## config.mk

```make
export PLATFORM = sky130hd
export DESIGN_NAME = keypad_scanner
export DESIGN_NICKNAME = d
export VERILOG_FILES = /design/src/rtl/keypad_scanner.sv
export SDC_FILE = /design/constraint.sdc
export NUM_CORES = 1
export LEC_CHECK = 0
export CAP_MARGIN = 20
export CORE_ASPECT_RATIO = 1.2
export CORE_MARGIN = 5
export CORE_UTILIZATION = 25
export CTS_CLUSTER_SIZE = 10
export DETAILED_ROUTE_END_ITERATION = 8
export HOLD_SLACK_MARGIN = 0.08
export SYNTH_ARGS = -nofsm -noshare
export SYNTH_HDL_FRONTEND = slang
export SYNTH_SLANG_ARGS = --single-unit
```

## constraint.sdc

```tcl
create_clock -name clk -period 3 [get_ports clk]
set_clock_uncertainty 0.2 [all_clocks]
set_input_delay 0.9 -clock clk [delete_from_list [all_inputs] [get_ports clk]]
set_output_delay 0.9 -clock clk [all_outputs]
set_load 0.05 [all_outputs]
```

## src/rtl/keypad_scanner.sv

```systemverilog
// keypad_scanner: parametrised matrix-keypad scanner.
// Drives one active-low column at a time, samples active-low rows through a
// 2-flop synchroniser, and debounces press and release on prescaled scan ticks.
// Optional auto-repeat while a key is held is enabled by defining the macro
// KEYPAD_REPEAT_EN; without it exactly one valid_key pulse is produced per press.
//
// Output handshake: valid_key and key_release are single-cycle strobes with no
// back-pressure; key is stable from the valid_key cycle until the next accepted
// press, and key_held is level-high between acceptance and accepted release.
module keypad_scanner #(
    parameter int ROWS           = 3,
    parameter int COLS           = 3,
    parameter int SCAN_DIV       = 5464,
    parameter int DEBOUNCE_TICKS = 4,
    parameter int REPEAT_DELAY   = 32,
    parameter int REPEAT_RATE    = 8,
    localparam int KEY_W         = (ROWS * COLS > 1) ? $clog2(ROWS * COLS) : 1
) (
    input  logic             clk,
    input  logic             reset,
    input  logic [ROWS-1:0]  row,
    output logic [COLS-1:0]  column,
    output logic [KEY_W-1:0] key,
    output logic             valid_key,
    output logic             key_held,
    output logic             key_release
);

    localparam int ROW_W = (ROWS > 1) ? $clog2(ROWS) : 1;
    localparam int COL_W = $clog2(COLS);
    localparam int PRE_W = $clog2(SCAN_DIV);
    localparam int DEB_W = (DEBOUNCE_TICKS > 1) ? $clog2(DEBOUNCE_TICKS) : 1;

    localparam logic [1:0] SCAN        = 2'd0;
    localparam logic [1:0] CONFIRM     = 2'd1;
    localparam logic [1:0] HELD        = 2'd2;
    localparam logic [1:0] REL_CONFIRM = 2'd3;

    // Reject illegal parameter sets at elaboration time.
    generate
        if (ROWS < 1 || COLS < 2 || SCAN_DIV < 2 || DEBOUNCE_TICKS < 1 ||
            REPEAT_DELAY < 1 || REPEAT_RATE < 1) begin : g_bad_param
            $error("keypad_scanner: illegal parameter value");
        end
    endgenerate

    logic [ROWS-1:0]  row_s1_q, row_s1_d;
    logic [ROWS-1:0]  srow_q, srow_d;
    logic [PRE_W-1:0] presc_q, presc_d;
    logic [1:0]       state_q, state_d;
    logic [COL_W-1:0] col_idx_q, col_idx_d;
    logic [ROW_W-1:0] row_idx_q, row_idx_d;
    logic [DEB_W-1:0] deb_cnt_q, deb_cnt_d;
    logic [KEY_W-1:0] key_q, key_d;
    logic             valid_q, valid_d;
    logic             held_q, held_d;
    logic             release_q, release_d;

    logic             tick;
    logic             any_low;
    logic [ROW_W-1:0] low_idx;
    logic [COL_W-1:0] col_next;
    logic             row_up;
    logic             deb_done;

`ifdef KEYPAD_REPEAT_EN
    localparam int REP_MAX = (REPEAT_DELAY > REPEAT_RATE) ? REPEAT_DELAY : REPEAT_RATE;
    localparam int REP_W   = $clog2(REP_MAX + 1);

    logic [REP_W-1:0] rep_cnt_q, rep_cnt_d;
    logic             rep_phase_q, rep_phase_d;
    logic [REP_W-1:0] rep_thr;
    logic [REP_W-1:0] rep_nxt;
`endif

    // Prescaler tick, lowest pressed row, and next column index.
    always_comb begin
        tick     = (presc_q == PRE_W'(SCAN_DIV - 1));
        presc_d  = tick ? '0 : presc_q + 1'b1;
        row_s1_d = row;
        srow_d   = row_s1_q;
        any_low  = 1'b0;
        low_idx  = '0;
        for (int i = ROWS - 1; i >= 0; i--) begin
            if (!srow_q[i]) begin
                any_low = 1'b1;
                low_idx = ROW_W'(i);
            end
        end
        col_next = (col_idx_q == COL_W'(COLS - 1)) ? '0 : col_idx_q + 1'b1;
        row_up   = srow_q[row_idx_q];
        deb_done = (deb_cnt_q == DEB_W'(DEBOUNCE_TICKS - 1));
    end

    // Scan / debounce state machine; every decision waits for a scan tick.
    always_comb begin
        state_d   = state_q;
        col_idx_d = col_idx_q;
        row_idx_d = row_idx_q;
        deb_cnt_d = deb_cnt_q;
        key_d     = key_q;
        valid_d   = 1'b0;
        held_d    = held_q;
        release_d = 1'b0;
`ifdef KEYPAD_REPEAT_EN
        rep_cnt_d   = rep_cnt_q;
        rep_phase_d = rep_phase_q;
        rep_thr     = rep_phase_q ? REP_W'(REPEAT_RATE) : REP_W'(REPEAT_DELAY);
        rep_nxt     = (rep_cnt_q >= rep_thr) ? rep_cnt_q : rep_cnt_q + 1'b1;
`endif
        if (tick) begin
            case (state_q)
                SCAN: begin
                    if (any_low) begin
                        row_idx_d = low_idx;
                        deb_cnt_d = '0;
                        state_d   = CONFIRM;
                    end else begin
                        col_idx_d = col_next;
                    end
                end
                CONFIRM: begin
                    if (!row_up) begin
                        if (deb_done) begin
                            state_d = HELD;
                            key_d   = KEY_W'(row_idx_q) * KEY_W'(COLS) + KEY_W'(col_idx_q);
                            valid_d = 1'b1;
                            held_d  = 1'b1;
                        end else begin
                            deb_cnt_d = deb_cnt_q + 1'b1;
                        end
                    end else begin
                        state_d   = SCAN;
                        col_idx_d = col_next;
                    end
                end
                HELD: begin
                    if (row_up) begin
                        deb_cnt_d = '0;
                        state_d   = REL_CONFIRM;
`ifdef KEYPAD_REPEAT_EN
                        rep_cnt_d = rep_nxt;
`endif
                    end else begin
`ifdef KEYPAD_REPEAT_EN
                        // Repeat delay then rate, both counted from acceptance.
                        if (rep_nxt >= rep_thr) begin
                            valid_d     = 1'b1;
                            rep_cnt_d   = '0;
                            rep_phase_d = 1'b1;
                        end else begin
                            rep_cnt_d = rep_nxt;
                        end
`endif
                    end
                end
                default: begin
                    if (row_up) begin
                        if (deb_done) begin
                            release_d = 1'b1;
                            held_d    = 1'b0;
                            col_idx_d = col_next;
                            state_d   = SCAN;
                        end else begin
                            deb_cnt_d = deb_cnt_q + 1'b1;
                        end
                    end else begin
                        state_d = HELD;
                    end
`ifdef KEYPAD_REPEAT_EN
                    // Keep counting through a release bounce so it does not restart the delay.
                    rep_cnt_d = rep_nxt;
`endif
                end
            endcase
        end
`ifdef KEYPAD_REPEAT_EN
        if (state_d == SCAN || state_d == CONFIRM) begin
            rep_cnt_d   = '0;
            rep_phase_d = 1'b0;
        end
`endif
    end

    // State registers with synchronous active-high reset.
    always_ff @(posedge clk) begin
        if (reset) begin
            row_s1_q  <= '1;
            srow_q    <= '1;
            presc_q   <= '0;
            state_q   <= SCAN;
            col_idx_q <= '0;
            row_idx_q <= '0;
            deb_cnt_q <= '0;
            key_q     <= '0;
            valid_q   <= 1'b0;
            held_q    <= 1'b0;
            release_q <= 1'b0;
        end else begin
            row_s1_q  <= row_s1_d;
            srow_q    <= srow_d;
            presc_q   <= presc_d;
            state_q   <= state_d;
            col_idx_q <= col_idx_d;
            row_idx_q <= row_idx_d;
            deb_cnt_q <= deb_cnt_d;
            key_q     <= key_d;
            valid_q   <= valid_d;
            held_q    <= held_d;
            release_q <= release_d;
        end
    end

`ifdef KEYPAD_REPEAT_EN
    // Auto-repeat counter registers.
    always_ff @(posedge clk) begin
        if (reset) begin
            rep_cnt_q   <= '0;
            rep_phase_q <= 1'b0;
        end else begin
            rep_cnt_q   <= rep_cnt_d;
            rep_phase_q <= rep_phase_d;
        end
    end
`endif

    assign column      = ~(COLS'(1) << col_idx_q);
    assign key         = key_q;
    assign valid_key   = valid_q;
    assign key_held    = held_q;
    assign key_release = release_q;

endmodule

```

==> qor.csv <==
stage;metric;value;unit
floorplanning;num_rows;32;
sta;drv_slew;0;
logic_synthesis;yosys.area_share.simple;0.270;
setup_path;critical_path_class;reg -> out;
finish;final_common_cell;dfxtp_1;
sta;fmax;369;MHz
finish;diodes;0;
power_and_ir_drop;vdd_ir_drop_max;0.212;mV
job;max-cap-violations;0;
clock_tree;clkLatencyLatePin;0.28;ns
clock_tree;cts_sinks;34;
floorplanning;die-area;8370;um^2
setup_path;rrSetupSlack;0.52;ns
power_and_ir_drop;p_per_area;409;nW/um^2
logic_synthesis;yosysSeqAreaShare;0.411;
hold_path;hold_class;reg -> reg;
global_routing;grt_util_all_layers;0.0792;
global_routing;grt_pass1_vias;1227;
clock_tree;postCtsSetupBuffers;0;
floorplanning;dieHeight;99.2;um
power_and_ir_drop;leakagePower;0.694;nW
setup_path;endpoint;column[0];
placed_design;port_buffers;14;
global_routing;overflow;0;
route;dr_total_vias;1310;
route;dr.pass1.iters;4;
floorplanning;core;6450;um^2
logic_synthesis;synth.area.mux_share;0.0362;
clock_tree;cts_buffers;5;
floorplanning;ioPinCount;15;
setup_path;reg2regPathDepth;5;
logic_synthesis;synth_top_area_frac;0.411;
sta;rsz0062_at_grt;false;
route;drt_iter0_markers;47;
setup_path;r2r-start;presc_q[7];
logic_synthesis;synth-compound-area-share;0.106;
setup_path;crit_arrival;1.61;ns
logic_synthesis;syn_avg_cell_area;9.01;um^2
sta;setup_ws;0.292;ns
logic_synthesis;ys_ff_latch;34;
setup_path;required;1.90;ns
clock_tree;ctsResizeCount;0;
clock_tree;cts_max_path_buffers;2;
route;drc;0;
sta;hold_slack;0.210;ns
global_routing;grt_max_degree;16;
setup_path;r2r_end;deb_cnt_q[0];
sta;fin_crit;2.71;ns
floorplanning;fp.dieW;84.3;um
logic_synthesis;synth_top_family_by_area;simple AND/OR/NAND/NOR gates;
logic_synthesis;synth_nets;198;
placed_design;place_congestion;0.829;
sta;setup_viol_count_final;0;
logic_synthesis;yosys.area.top_type;dfxtp_1;
sta;fin_crit_sh;0.903;
finish;drive_above_1_share;0.105;
setup_path;cp-start-kind;register;
logic_synthesis;yosys.area_share.xor_xnor;0.0581;
route;totalWireLength;3.20;mm
logic_synthesis;synth_cell_types;42;
global_routing;grt_first_pass_wirelength;5.46;mm
logic_synthesis;synthAdderAreaFrac;0.0770;
sta;slew_headroom;0.661;
placed_design;dpl.hpwl;2.35;mm
finish;nets;214;
clock_tree;htree_levels;2;
logic_synthesis;synth_area_leaders;dfxtp_1 41%, nor2_1 5.4%, ha_1 5.3%, xor2_1 3.7%, mux2i_1 3.6%;
floorplanning;start_util;0.257;
route;wl_per_cell;11.2;um
setup_path;startpoint;col_idx_q[0];
clock_tree;clk_pin_slew;0.07;ns
sta;tightest_slew;0.506;ns
status;status;finished clean;
clock_tree;tritoncts;built;
logic_synthesis;yosysWarnings;0;
finish;syn_to_final_growth;18.9;%
clock_tree;cts_root_buf;clkbuf_8;
logic_synthesis;syn-cell-area;1660;um^2
finish;final_cell_mix;34 x dfxtp_1, 24 x nor2_1, 14 x clkdlybuf4s50_1, 11 x inv_1, 11 x nand2_1;
global_routing;grt_antenna_before_repair;0;
finish;design_area;1970;um^2
setup_path;cp-end-kind;output port;
sta;final_hold_viol_count;0;
setup_path;crit_fanout;5;
route;ant_nets;0;
logic_synthesis;syn_inst;184;
route;via_per_inst;4.60;
placed_design;dp_slack;0.521;ns
clock_tree;holdBufCountCts;0;
placed_design;placed_cell_area;1890;um^2
sta;tns;0;ns
worst min path at each step:
stage | start | end | slack, ns | cells past startpoint
CTS | row_s1_q[2] | srow_q[2] | 0.22 | 1
global route | row_s1_q[2] | srow_q[2] | 0.22 | 1
global placement | row_s1_q[2] | srow_q[2] | 0.20 | 1
finish | row_s1_q[2] | srow_q[2] | 0.21 | 1
floorplan | row_s1_q[0] | srow_q[0] | 0.19 | 1
detailed placement | row_s1_q[2] | srow_q[2] | 0.20 | 1
critical path, stage by stage (launching register included):
cell             delay, ns
dfxtp_1               0.34
or2_2                 0.29
clkdlybuf4s50_1       0.70
flip-flops by register name, indices dropped and copies added (netlist names), named ones only:
register / flops
state_q: 1
row_s1_q: 3
key_release: 1
presc_q: 13
valid_key: 1
deb_cnt_q: 2
col_idx_q: 2
srow_q: 3
row_idx_q: 2
key_held: 1
key: 4
cells in the mapped netlist, drive strengths merged:
cell type,instances
or4b,2
o21ai,6
fa,2
nand4b,2
nand3,8
or2,9
inv,11
nor3,3
a22oi,1
a21oi,8
mux2i,6
nand3b,1
or4,2
o21a,2
nand4,5
a2111oi,1
and4,1
or3,2
dfxtp,34
nor2,24
ha,7
nor4,2
a41o,1
nand2b,3
and3,1
xnor2,4
xor2,7
or4bb,1
nor2b,2
o32ai,1
o31ai,1
o2111ai,2
o211ai,2
nand2,11
nand4bb,1
clkbuf,7
a211o,1
cell families after synthesis:
| family | after synthesis |
|---|---|
| multiplexers | 6 |
| buffers and inverters | 18 |
| AND/OR/NAND/NOR | 80 |
| XOR/XNOR | 11 |
| adder cells (fa/ha/maj) | 9 |
| flip-flops | 34 |
| AO/OA/AOI/OAI | 26 |
per-stage QoR:
step	util	power (mW)	std cells
after floorplan	-	0.491	184
after global placement	0.293	0.503	278
after detailed placement	0.293	0.503	278
after CTS	0.306	0.828	285
after global routing	0.306	0.849	285
final	0.306	0.807	285
where the power goes:
part / internal, mW / switching (mW)
logic: 0.0134 / 0.0149
registers: 0.459 / 0.00511
clock network: 0.159 / 0.156
total: 0.631 / 0.176
metal layers:
layer	up-vias	share of wire	global-route usage
li1	669	-	-
met2	21	0.49	0.132
met5	-	0	0
met4	0	0.024	0.0475
met1	612	0.45	0.0904
met3	8	0.037	0.0215
final cells by class:
| type | count | area [um^2] |
|---|---|---|
| fill | 670 | 4470 |
| multi-input combinational | 132 | 908 |
| sequential | 34 | 681 |
| timing repair buffer | 16 | 155 |
| tap | 85 | 106 |
| clock buffer | 6 | 72.6 |
| inverter | 11 | 41.3 |
| clock inverter | 1 | 7.51 |
No activity file was read; power rests on OpenSTA's default activity.
